`src/rtl/seq_divider.sv`:
```
// seq_divider -- sequential radix-2 restoring divider, one quotient bit per clock.
//
// Companion of the Booth multiplier in the arithmetic unit. It uses the same
// start/done handshake. The result is registered and held until the result of
// the next accepted operation is written.
//
// Optional feature macro: DIV_SIGNED_EN
//   Undefined (default): unsigned operands. ADJUST passes Q/R through unchanged.
//   Defined            : two's-complement operands. Division runs on magnitudes,
//                        and ADJUST applies the signs. The quotient truncates
//                        toward zero. The remainder takes the sign of the dividend.
//
// Parameters
//   WIDTH        operand / quotient / remainder width (>= 2)
// Ports
//   clk          rising-edge clock
//   rst          asynchronous active-high reset
//   start        request, sampled only while idle
//   dividend     dividend, sampled with start
//   divisor      divisor, sampled with start
//   busy         high in every state except IDLE
//   done         one-cycle pulse while the result is valid
//   quotient     registered quotient
//   remainder    registered remainder
//   div_by_zero  registered divide-by-zero flag, valid from done
module seq_divider #(
   parameter int WIDTH = 8
) (
   input  logic             clk,
   input  logic             rst,
   input  logic             start,
   input  logic [WIDTH-1:0] dividend,
   input  logic [WIDTH-1:0] divisor,
   output logic             busy,
   output logic             done,
   output logic [WIDTH-1:0] quotient,
   output logic [WIDTH-1:0] remainder,
   output logic             div_by_zero
);

   localparam int CW = $clog2(WIDTH);

   typedef enum logic [1:0] {
      S_IDLE   = 2'd0,
      S_CALC   = 2'd1,
      S_ADJUST = 2'd2,
      S_DONE   = 2'd3
   } state_t;

   state_t           state, state_nxt;
   logic [WIDTH-1:0] q_reg;
   logic [WIDTH-1:0] d_reg;
   logic [WIDTH:0]   r_reg;
   logic [CW-1:0]    cnt;

   // R is never larger than D after a step, so R's MSB is always 0 here. It
   // still feeds the shift so that the full R register takes part in the trial.
   logic [WIDTH+1:0] r_shift;
   logic [WIDTH+1:0] trial;
   logic             trial_neg;

   assign r_shift   = {r_reg, q_reg[WIDTH-1]};
   assign trial     = r_shift - {2'b00, d_reg};
   assign trial_neg = trial[WIDTH+1];

`ifdef DIV_SIGNED_EN
   logic q_neg;
   logic r_neg;

   localparam logic [WIDTH-1:0] ONE = WIDTH'(1);

   function automatic logic [WIDTH-1:0] negate(input logic [WIDTH-1:0] x);
      return (~x) + ONE;
   endfunction

   // Magnitude of a two's-complement value. The most negative value maps to
   // 2^(WIDTH-1), which is still representable as an unsigned magnitude.
   function automatic logic [WIDTH-1:0] magnitude(input logic [WIDTH-1:0] x);
      return x[WIDTH-1] ? negate(x) : x;
   endfunction
`endif

   // State register
   always_ff @(posedge clk or posedge rst) begin
      if (rst) state <= S_IDLE;
      else     state <= state_nxt;
   end

   // Next-state logic
   always_comb begin
      state_nxt = S_IDLE;
      case (state)
         S_IDLE: begin
            if (start) state_nxt = (divisor == '0) ? S_DONE : S_CALC;
            else       state_nxt = S_IDLE;
         end
         S_CALC:   state_nxt = (cnt == '0) ? S_ADJUST : S_CALC;
         S_ADJUST: state_nxt = S_DONE;
         S_DONE:   state_nxt = S_IDLE;
         default:  state_nxt = S_IDLE;
      endcase
   end

   // Outputs: pure decodes of the state register, with no path from the inputs
   always_comb begin
      busy = (state != S_IDLE);
      done = (state == S_DONE);
   end

   // Datapath and result registers
   always_ff @(posedge clk or posedge rst) begin
      if (rst) begin
         q_reg       <= '0;
         d_reg       <= '0;
         r_reg       <= '0;
         cnt         <= '0;
         quotient    <= '0;
         remainder   <= '0;
         div_by_zero <= 1'b0;
`ifdef DIV_SIGNED_EN
         q_neg       <= 1'b0;
         r_neg       <= 1'b0;
`endif
      end else begin
         case (state)
            S_IDLE: begin
               if (start) begin
                  if (divisor == '0) begin
                     quotient    <= '1;
                     remainder   <= dividend;
                     div_by_zero <= 1'b1;
                  end else begin
`ifdef DIV_SIGNED_EN
                     q_reg <= magnitude(dividend);
                     d_reg <= magnitude(divisor);
                     q_neg <= dividend[WIDTH-1] ^ divisor[WIDTH-1];
                     r_neg <= dividend[WIDTH-1];
`else
                     q_reg <= dividend;
                     d_reg <= divisor;
`endif
                     r_reg       <= '0;
                     cnt         <= CW'(WIDTH - 1);
                     div_by_zero <= 1'b0;
                  end
               end
            end
            S_CALC: begin
               // Restoring step: keep the shifted R when the trial goes negative
               r_reg <= trial_neg ? r_shift[WIDTH:0] : trial[WIDTH:0];
               q_reg <= {q_reg[WIDTH-2:0], ~trial_neg};
               if (cnt != '0) cnt <= cnt - CW'(1);
            end
            S_ADJUST: begin
`ifdef DIV_SIGNED_EN
               quotient  <= q_neg ? negate(q_reg) : q_reg;
               remainder <= r_neg ? negate(r_reg[WIDTH-1:0]) : r_reg[WIDTH-1:0];
`else
               quotient  <= q_reg;
               remainder <= r_reg[WIDTH-1:0];
`endif
            end
            default: ;
         endcase
      end
   end

endmodule

```
`config.mk`:
```
export PLATFORM = sky130hd
export DESIGN_NAME = seq_divider
export DESIGN_NICKNAME = d
export VERILOG_FILES = /design/src/rtl/seq_divider.sv
export SDC_FILE = /design/constraint.sdc
export NUM_CORES = 1
export LEC_CHECK = 0
export ABC_AREA = 1
export CORE_MARGIN = 4
export CORE_UTILIZATION = 49
export CTS_CLUSTER_SIZE = 28
export DETAILED_ROUTE_END_ITERATION = 8
export PLACE_DENSITY = 0.8
export SYNTH_ARGS = -nofsm -noshare
export SYNTH_HDL_FRONTEND = slang
export SYNTH_SLANG_ARGS = --single-unit
```
`constraint.sdc`:
```
create_clock -name clk -period 1.75 [get_ports clk]
set_clock_uncertainty 0.05 [all_clocks]
set_input_delay 0.2625 -clock clk [delete_from_list [all_inputs] [get_ports clk]]
set_output_delay 0.2625 -clock clk [all_outputs]
set_load 0.01 [all_outputs]
```
==> results of run 1 <==
[per-layer routing]
metal | wire length [um] | vias up
li1 | - | 1264
met1 | 3200 | 1265
met2 | 3600 | 108
met3 | 436 | 24
met4 | 183 | 0
met5 | 0 | -
[synth_stat cells (all sizes together)]
master	number
nand3b	7
nor3	1
nor2	27
fa	1
dfrtp	47
xor2	3
nand2	114
ha	10
xnor2	1
or2	1
a21oi	6
o22a	7
buf	8
nand3	40
inv	43
o21ai	10
nand4	3
a31oi	7
o211ai	1
a22oi	1
[metrics by stage]
stage / hold slack, ns / TNS (ns)
6_report: 0.270 / -0.541
5_1_grt: 0.293 / -1.42
4_1_cts: 0.285 / -0.346
3_5_place_dp: 0.425 / -2.11
3_3_place_gp: 0.419 / -1.16
2_1_floorplan: 0.329 / 0
[report_power, final]
group	internal, mW	leakage [nW]	switching, mW
logic	2.65	1.24	3.04
clock network	0.571	0.0654	0.364
registers	1.62	0.556	0.418
[placed cells by master (no fill, tap or decap), types with 5 or more instances in the layout]
cell type and n:
clkbuf_8 5, a21oi_1 5, ha_4 7, nand3b_1 7
o21ai_0 8, o22a_1 7, nor2_1 19, buf_4 46
inv_1 30, inv_2 13, a31oi_1 6, nand3_1 32
clkdlybuf4s50_1 36, nand2_2 10, nor2_4 6, dfrtp_1 45
nand2_4 6, nand3_2 6, nand2_1 100
[critical path: stages (launching register included)]
cell and delay (ns):
dfrtp_1 0.40, inv_2 0.08, ha_4 0.16, fa_2 0.34, inv_1 0.07, nand2_1 0.06, nand2_2 0.09, nand3_2 0.07
nand2_1 0.09, nand2_1 0.07, nand2_2 0.06, nand3_2 0.08, nand3_2 0.07, nand2_1 0.06
[cell type report]
cell class / count / share of cell area (%)
Tap cell: 70 / 2.27
Sequential cell: 47 / 30.5
Clock buffer: 6 / 1.88
Timing Repair Buffer: 86 / 20.2
Multi-Input combinational cell: 242 / 39.4
Inverter: 43 / 4.18
Clock inverter: 2 / 1.56
[kinds of logic after synthesis]
group	after synthesis
AO/OA/AOI/OAI	32
flip-flops	47
adder cells (fa/ha/maj)	11
buffers and inverters	51
XOR/XNOR	4
AND/OR/NAND/NOR	193
[path summary, 6_finish.rpt]
kind	endpoint	slack, ns
hold reg to reg	div_by_zero	0.45
setup reg to reg	r_reg[8]	-0.12
min in group clk	div_by_zero	0.45
hold / removal	div_by_zero	0.27
max in group asynchronous	state[1]	1.15
setup / recovery	r_reg[8]	-0.12
[timing repair]
action,CTS,global route
gates cloned,1,1
endpoints found under the setup margin,12,12
buffers inserted,3,6
pin swaps,10,12
resized for setup,27,19
==> metrics, run 1 <==
H-tree depth=2; largest net degree at the start of global routing=48; vias in the first global route=2574; Final min period=1.87 ns; Worst Setup SP=q_reg[7]; post-route design area=about 3900 um2; reg-to-reg critical path startpoint=q_reg[7]; worst-margin pin slew=about 0.34 ns; Post-Synthesis Cell Area=2700 um2; leakage=1.87 nW; post-synthesis sequential area ratio=43.6%; cts hold-fix bufs=0; Placed Cells=477; Finished Layout Cells=496; area delta synth->final=43.0%; io pins=38; Cell Rows=26; CP arrival=2.00 ns; failing checks=setup timing; Reg2Reg Depth=13; met1 GRT Util=slightly below 30%; Yosys top cell area share=43.6%; core area=~5200 um2; full die area=6760 um2; clk sinks=47; first-pass GRT wire length=approximately 12 mm; initial antenna violation count=0; NumNets Final=455; Multi-input gate area=1520 um2; fin. max-slew vios=0; final worst-path cycle share=107%; Synth Area in Adders=5.38%; share of layout cells above drive strength 1=27.7%; number of max-cap violations=0; Min-Delay Path Class=input pin to async pin; Final WS setup=-0.116 ns; global placement routability congestion=0.887; fmax=536 MHz; gr usage total=22.7%; clock latency on the worst-skew pair=0.30 ns; xor-xnor portion of the synthesized cell area=between 1 and 1.5%; Required @ worst endpoint=1.89 ns; met3 Usage GRT=3.80%; Synth area leader=dfrtp_1; die width=approximately 82 um; complex-gate fraction of the synthesized area=7.92%; Post-Synth Simple-Gate Area=about a third; Area contributors post-synth=dfrtp_1 44%, nand2_1 15%, nand3_1 6.9%; Inserted Diodes=0; GRT Residual Overflow=0; GRT Max-Usage Layer=met2; FF/Latch Area=1180 um2; Root Buffer=clkbuf_8; main combinational cell family by area after synthesis=simple AND/OR/NAND/NOR gates; status=complete, but fails checks; final core occ=73.7%; DR iter-0 viols=146; Distinct cells, synth=33; DRC Markers=0; clock buffer count from CTS=5; # port buffers=37; Setup crit start kind=register; Antenna Nets Post-Route=0; Starting Density=51.6%; Yosys warning count=0; Vias=2661; Peak VDD IR=1510 uV; met2 Use GR=38.1%; CP Capture Type=register; DP Area=3430 um2; Setup CP Type=register to register; mux cell area share after synthesis=0%; Mapped Avg Cell Area=between 7 and 8 um2; worst-path fanout max=3; clk buf depth=2; CTS tree=built; Worst-path clk slew=0.09 ns; final wirelength=roughly 7.4 mm; total power=a little under 9 mW; syn_nets=~370; RSZ-0062 raised after global routing=true; DRT Pass-1 Iters=5; PwrDens=2240 nW/um2; dpl ws=-0.199 ns; max reg flops=9; Rel. slew slack=77.5%; final setup fails=9; HPWL after DPL=5.08 mm; final hold violations=0; synthesized instance count=338; routed len/inst=~15 um; Filler cells=388; #FFs+latches synth=47; mean number of vias per cell=~5.4; DIE HEIGHT=just over 80 um
Note: power is estimated with default switching activity, not from simulation.
==> run 2, diff against run 1 <==
--- a/config.mk
+++ b/config.mk
@@ -6,6 +6,7 @@
 export NUM_CORES = 1
 export LEC_CHECK = 0
 export ABC_AREA = 1
+export CORE_ASPECT_RATIO = 0.6
 export CORE_MARGIN = 4
 export CORE_UTILIZATION = 49
 export CTS_CLUSTER_SIZE = 28
==> metrics, run 2 (synthesized netlist as in run 1, its figures left out) <==
status=complete, but fails checks; failing checks=setup timing; crit-path max cell delay=0.46 ns; final worst-path cycle share=114%; area delta synth->final=50.0%; Setup crit start kind=register; Final min period=about 2.0 ns; Rel. slew slack=between 70 and 80%; PwrDens=2390 nW/um2; RSZ-0062 raised after global routing=true; clock buffer count from CTS=5; initial antenna violation count=0; worst-margin pin slew=0.426 ns; H-tree depth=2; Required @ worst endpoint=1.90 ns; leakage=around 1.9 nW; most used cell along the critical path=nand2_1; final hold slack=0.183 ns; gr usage total=between 20% and 30%; Cell Rows=20; NumNets Final=462; clock latency on the worst-skew pair=0.31 ns; dpl ws=-0.216 ns; DP Area=3420 um2; final setup fails=10; Filler cells=331; Antenna Nets Post-Route=0; most frequent cells in the layout=94 x nand2_1, 43 x dfrtp_1, 43 x buf_4; clk sinks=47; Starting Density=about half; number of max-cap violations=0; HPWL after DPL=5.23 mm; Worst-path clk slew=0.09 ns; critical-path cell list=ha_4, fa_2, inv_2, nand2_2, nand2_4, nand3_2, nand2_1, nand2_1, nand2_1, nand3_2, nand3_2, nand2_1; DRC Markers=0; Multi-input gate area=1650 um2; mean number of vias per cell=5.85; vias in the first global route=2807; routed len/inst=18.6 um; post-route design area=around 4100 um2; commonest non-fill, non-tap cell in the layout=nand2_1; final wirelength=9.28 mm; CTS tree=built; DR iter-0 viols=313; fmax=503 MHz; largest net degree at the start of global routing=34; die width=roughly 100 um; io pins=38; total power=9.66 mW; Final WS setup=-0.237 ns; Setup CP Type=register to register; Peak VDD IR=1490 uV; Root Buffer=clkbuf_8; global placement routability congestion=just under 0.9; Min-Delay Path Class=input pin to async pin; CP arrival=between 2 and 2.5 ns; worst-path fanout max=3; FF/Latch Area=1180 um2; final hold violations=0; r2r setup slk=-0.24 ns; max reg flops=9; Inserted Diodes=0; GRT Residual Overflow=0; full die area=6800 um2; clk buf depth=2; # port buffers=37; DIE HEIGHT=65.5 um; share of layout cells above drive strength 1=33.0%; first-pass GRT wire length=~14 mm; Vias=between 2000 and 3000; CP max stage cell=dfrtp_2; fin. max-slew vios=0; core area=approximately 5200 um2; CP Capture Type=register; DRT Pass-1 Iters=5
==> run 2: metrics by stage <==
step | utilization [%] | cells | setup TNS [ns]
6_report | 77.8 | 499 | -1.44
5_1_grt | 77.8 | 499 | -2.00
4_1_cts | 74.4 | 495 | -0.257
3_5_place_dp | 65.6 | 470 | -4.35
3_3_place_gp | 65.6 | 470 | -2.61
2_1_floorplan | - | 338 | 0
==> run 2: what timing repair did <==
action                     in CTS  in global routing
resized for setup              38                 38
hold endpoints to repair        0                  0
setup buffers                  13                  4
pin swaps                      16                 25
setup endpoints to repair      12                 11
gates cloned                    4                  0
hold buffers                    0                  0
==> run 2: critical path, delay by kind of cell, from the launching register on <==
| kind | cells | cell delay [ns] |
|---|---|---|
| adders and majority gates | 2 | 0.58 |
| buffers and inverters | 1 | 0.07 |
| and+or+nand+nor | 9 | 0.71 |
| DFF | 1 | 0.46 |
==> run 2: path summary, 6_finish.rpt <==
kind                             startpoint     endpoint  cells past startpoint
min in group clk                div_by_zero  div_by_zero                      2
worst max register to register     d_reg[0]     r_reg[8]                     12
worst max-delay path               d_reg[0]     r_reg[8]                     12
worst min-delay path                    rst  div_by_zero                      2
max in group asynchronous               rst     r_reg[4]                      3
worst min register to register  div_by_zero  div_by_zero                      2
==> run 2: area by class of cell <==
type / count / area share (%)
multi-input cells: 244 / 40.8
clock buffers: 6 / 2.04
inverters: 43 / 3.99
flip-flops and latches: 47 / 29.2
well taps: 66 / 2.04
repair buffers: 91 / 21.5
clock inverters: 2 / 0.402
==> run 2: power by group <==
group          total, mW  switching (mW)  internal (mW)
combinational       6.90            3.84           3.07
clock              0.720           0.397          0.323
sequential          2.04           0.424           1.62
==> run 2: per-layer routing <==
metal | global-route usage, % | wire (um) | up-vias
met2 | 40.9 | 4100 | 207
met1 | 33.3 | 3800 | 1381
met3 | 6.87 | 957 | 56
met5 | 0 | 0 | -
li1 | - | - | 1277
met4 | 9.95 | 412 | 0
==> run 3, diff against run 2 <==
--- a/config.mk
+++ b/config.mk
@@ -6,7 +6,7 @@
 export NUM_CORES = 1
 export LEC_CHECK = 0
 export ABC_AREA = 1
-export CORE_ASPECT_RATIO = 0.6
+export CORE_ASPECT_RATIO = 1.4
 export CORE_MARGIN = 4
 export CORE_UTILIZATION = 49
 export CTS_CLUSTER_SIZE = 28
==> metrics, run 3 (synthesized netlist as in run 1, its figures left out) <==
commonest non-fill, non-tap cell in the layout=nand2_1; dpl ws=-0.299 ns; most frequent cells in the layout=99 x nand2_1, 48 x buf_4, 45 x dfrtp_1; final hold slack=0.249 ns; clock latency on the worst-skew pair=0.31 ns; number of max-cap violations=0; die width=70.7 um; # port buffers=37; DRC Markers=0; Filler cells=325; Rel. slew slack=between 60% and 70%; CP Capture Type=register; gr usage total=a little under a quarter; critical-path cell list=ha_4, fa_2, inv_2, nand2_2, nand2_4, nand3_2, nand2_1, nand2_1, nand2_1, nand3_1, nand3_1, nand2_1; RSZ-0062 raised after global routing=true; Multi-input gate area=~1600 um2; Cell Rows=31; crit-path max cell delay=0.46 ns; Setup CP Type=register to register; fin. max-slew vios=0; CP arrival=2.16 ns; HPWL after DPL=4.79 mm; max reg flops=9; Peak VDD IR=1190 uV; fmax=490 MHz; most used cell along the critical path=nand2_1; Vias=approximately 2900; area delta synth->final=47.6%; leakage=1.91 nW; share of layout cells above drive strength 1=29.8%; Min-Delay Path Class=input pin to async pin; Worst-path clk slew=0.09 ns; final hold violations=0; full die area=between 6000 and 7000 um2; total power=9.32 mW; failing checks=setup timing; clk buf depth=2; final worst-path cycle share=117%; Required @ worst endpoint=1.87 ns; final setup fails=10; CTS tree=built; routed len/inst=18.0 um; Setup crit start kind=register; clock buffer count from CTS=5; vias in the first global route=2714; CP max stage cell=dfrtp_1; DIE HEIGHT=95.8 um; Root Buffer=clkbuf_8; GRT Residual Overflow=0; H-tree depth=2; PwrDens=around 2300 nW/um2; Starting Density=51.2%; Final WS setup=-0.289 ns; first-pass GRT wire length=about 13 mm; global placement routability congestion=0.844; Final min period=2.04 ns; NumNets Final=462; worst-path fanout max=3; final wirelength=8.97 mm; Inserted Diodes=0; status=complete, but fails checks; final core occ=75.5%; DRT Pass-1 Iters=5; mean number of vias per cell=5.78; Antenna Nets Post-Route=0; largest net degree at the start of global routing=48; core area=5280 um2; DR iter-0 viols=between 300 and 400; worst-margin pin slew=0.456 ns; clk sinks=47; initial antenna violation count=0; io pins=38; FF/Latch Area=1180 um2; Fin Setup TNS=-1.39 ns
==> run 3: changes by cell type in the layout (fill, tap and decap cells not counted), sizes merged <==
cell           previous run  this run
nand4                     5         4
bufinv                    0         2
nor2                     27        28
clkinvlp                  1         0
clkdlybuf4s50            36        37
dlymetal6s2s              1         0
clkinv                    1         0
==> run 3: layout make-up <==
class                           count  share of cell area (%)
Timing Repair Buffer               91                    21.1
Multi-Input combinational cell    244                    39.8
Inverter                           43                    4.05
Tap cell                           66                    2.07
Sequential cell                    47                    29.6
Clock buffer                        6                    1.82
Clock inverter                      2                    1.51
==> run 3: final timing paths <==
kind / endpoint / depth (start not counted) / slack (ns) / start
setup / recovery: r_reg[8] / 12 / -0.29 / d_reg[0]
hold / removal: r_reg[8] / 3 / 0.25 / rst
setup reg to reg: r_reg[8] / 12 / -0.29 / d_reg[0]
hold reg to reg: quotient[5] / 1 / 0.46 / quotient[5]
max in group asynchronous: remainder[1] / 3 / 1.16 / rst
min in group clk: quotient[5] / 1 / 0.46 / quotient[5]
==> run 3: what timing repair did <==
item / 4_1_cts / 5_1_grt
gates resized for setup: 37 / 20
cloned: 3 / 1
setup endpoints to repair: 12 / 25
buffers inserted: 9 / 7
pin swaps: 22 / 16
hold endpoints to repair: 0 / 0
hold buffers: 0 / 0
==> run 3: power breakdown <==
group / total, mW / switching (mW) / internal [mW] / leakage (nW)
combinational: 6.31 / 3.50 / 2.82 / 1.29
sequential: 2.05 / 0.436 / 1.62 / 0.556
clock: 0.955 / 0.384 / 0.571 / 0.0654
==> run 3: through the flow <==
| stage | area, um2 | std cells |
|---|---|---|
| after global routing | 3990 | 499 |
| after floorplan | 2700 | 338 |
| after global placement | 3410 | 471 |
| after CTS | 3810 | 491 |
| final | 3990 | 499 |
| after detailed placement | 3410 | 471 |
==> run 3: layer usage <==
metal  track usage, %  wire, um  vias to the layer above  share of wire, %
li1                 -         -                     1283                 -
met1             26.9      3200                     1379                36
met5                0         0                        -                 0
met2             42.9      4680                      166                52
met3             3.76       541                       56               6.0
met4             12.1       548                        0               6.1
==> run 3: worst max-delay path: cells and delay by family, from the launching register on <==
kind / cells / cell delay, ns
simple gates: 9 / 0.75
fa+ha+maj: 2 / 0.58
flops: 1 / 0.46
buf+inv: 1 / 0.07
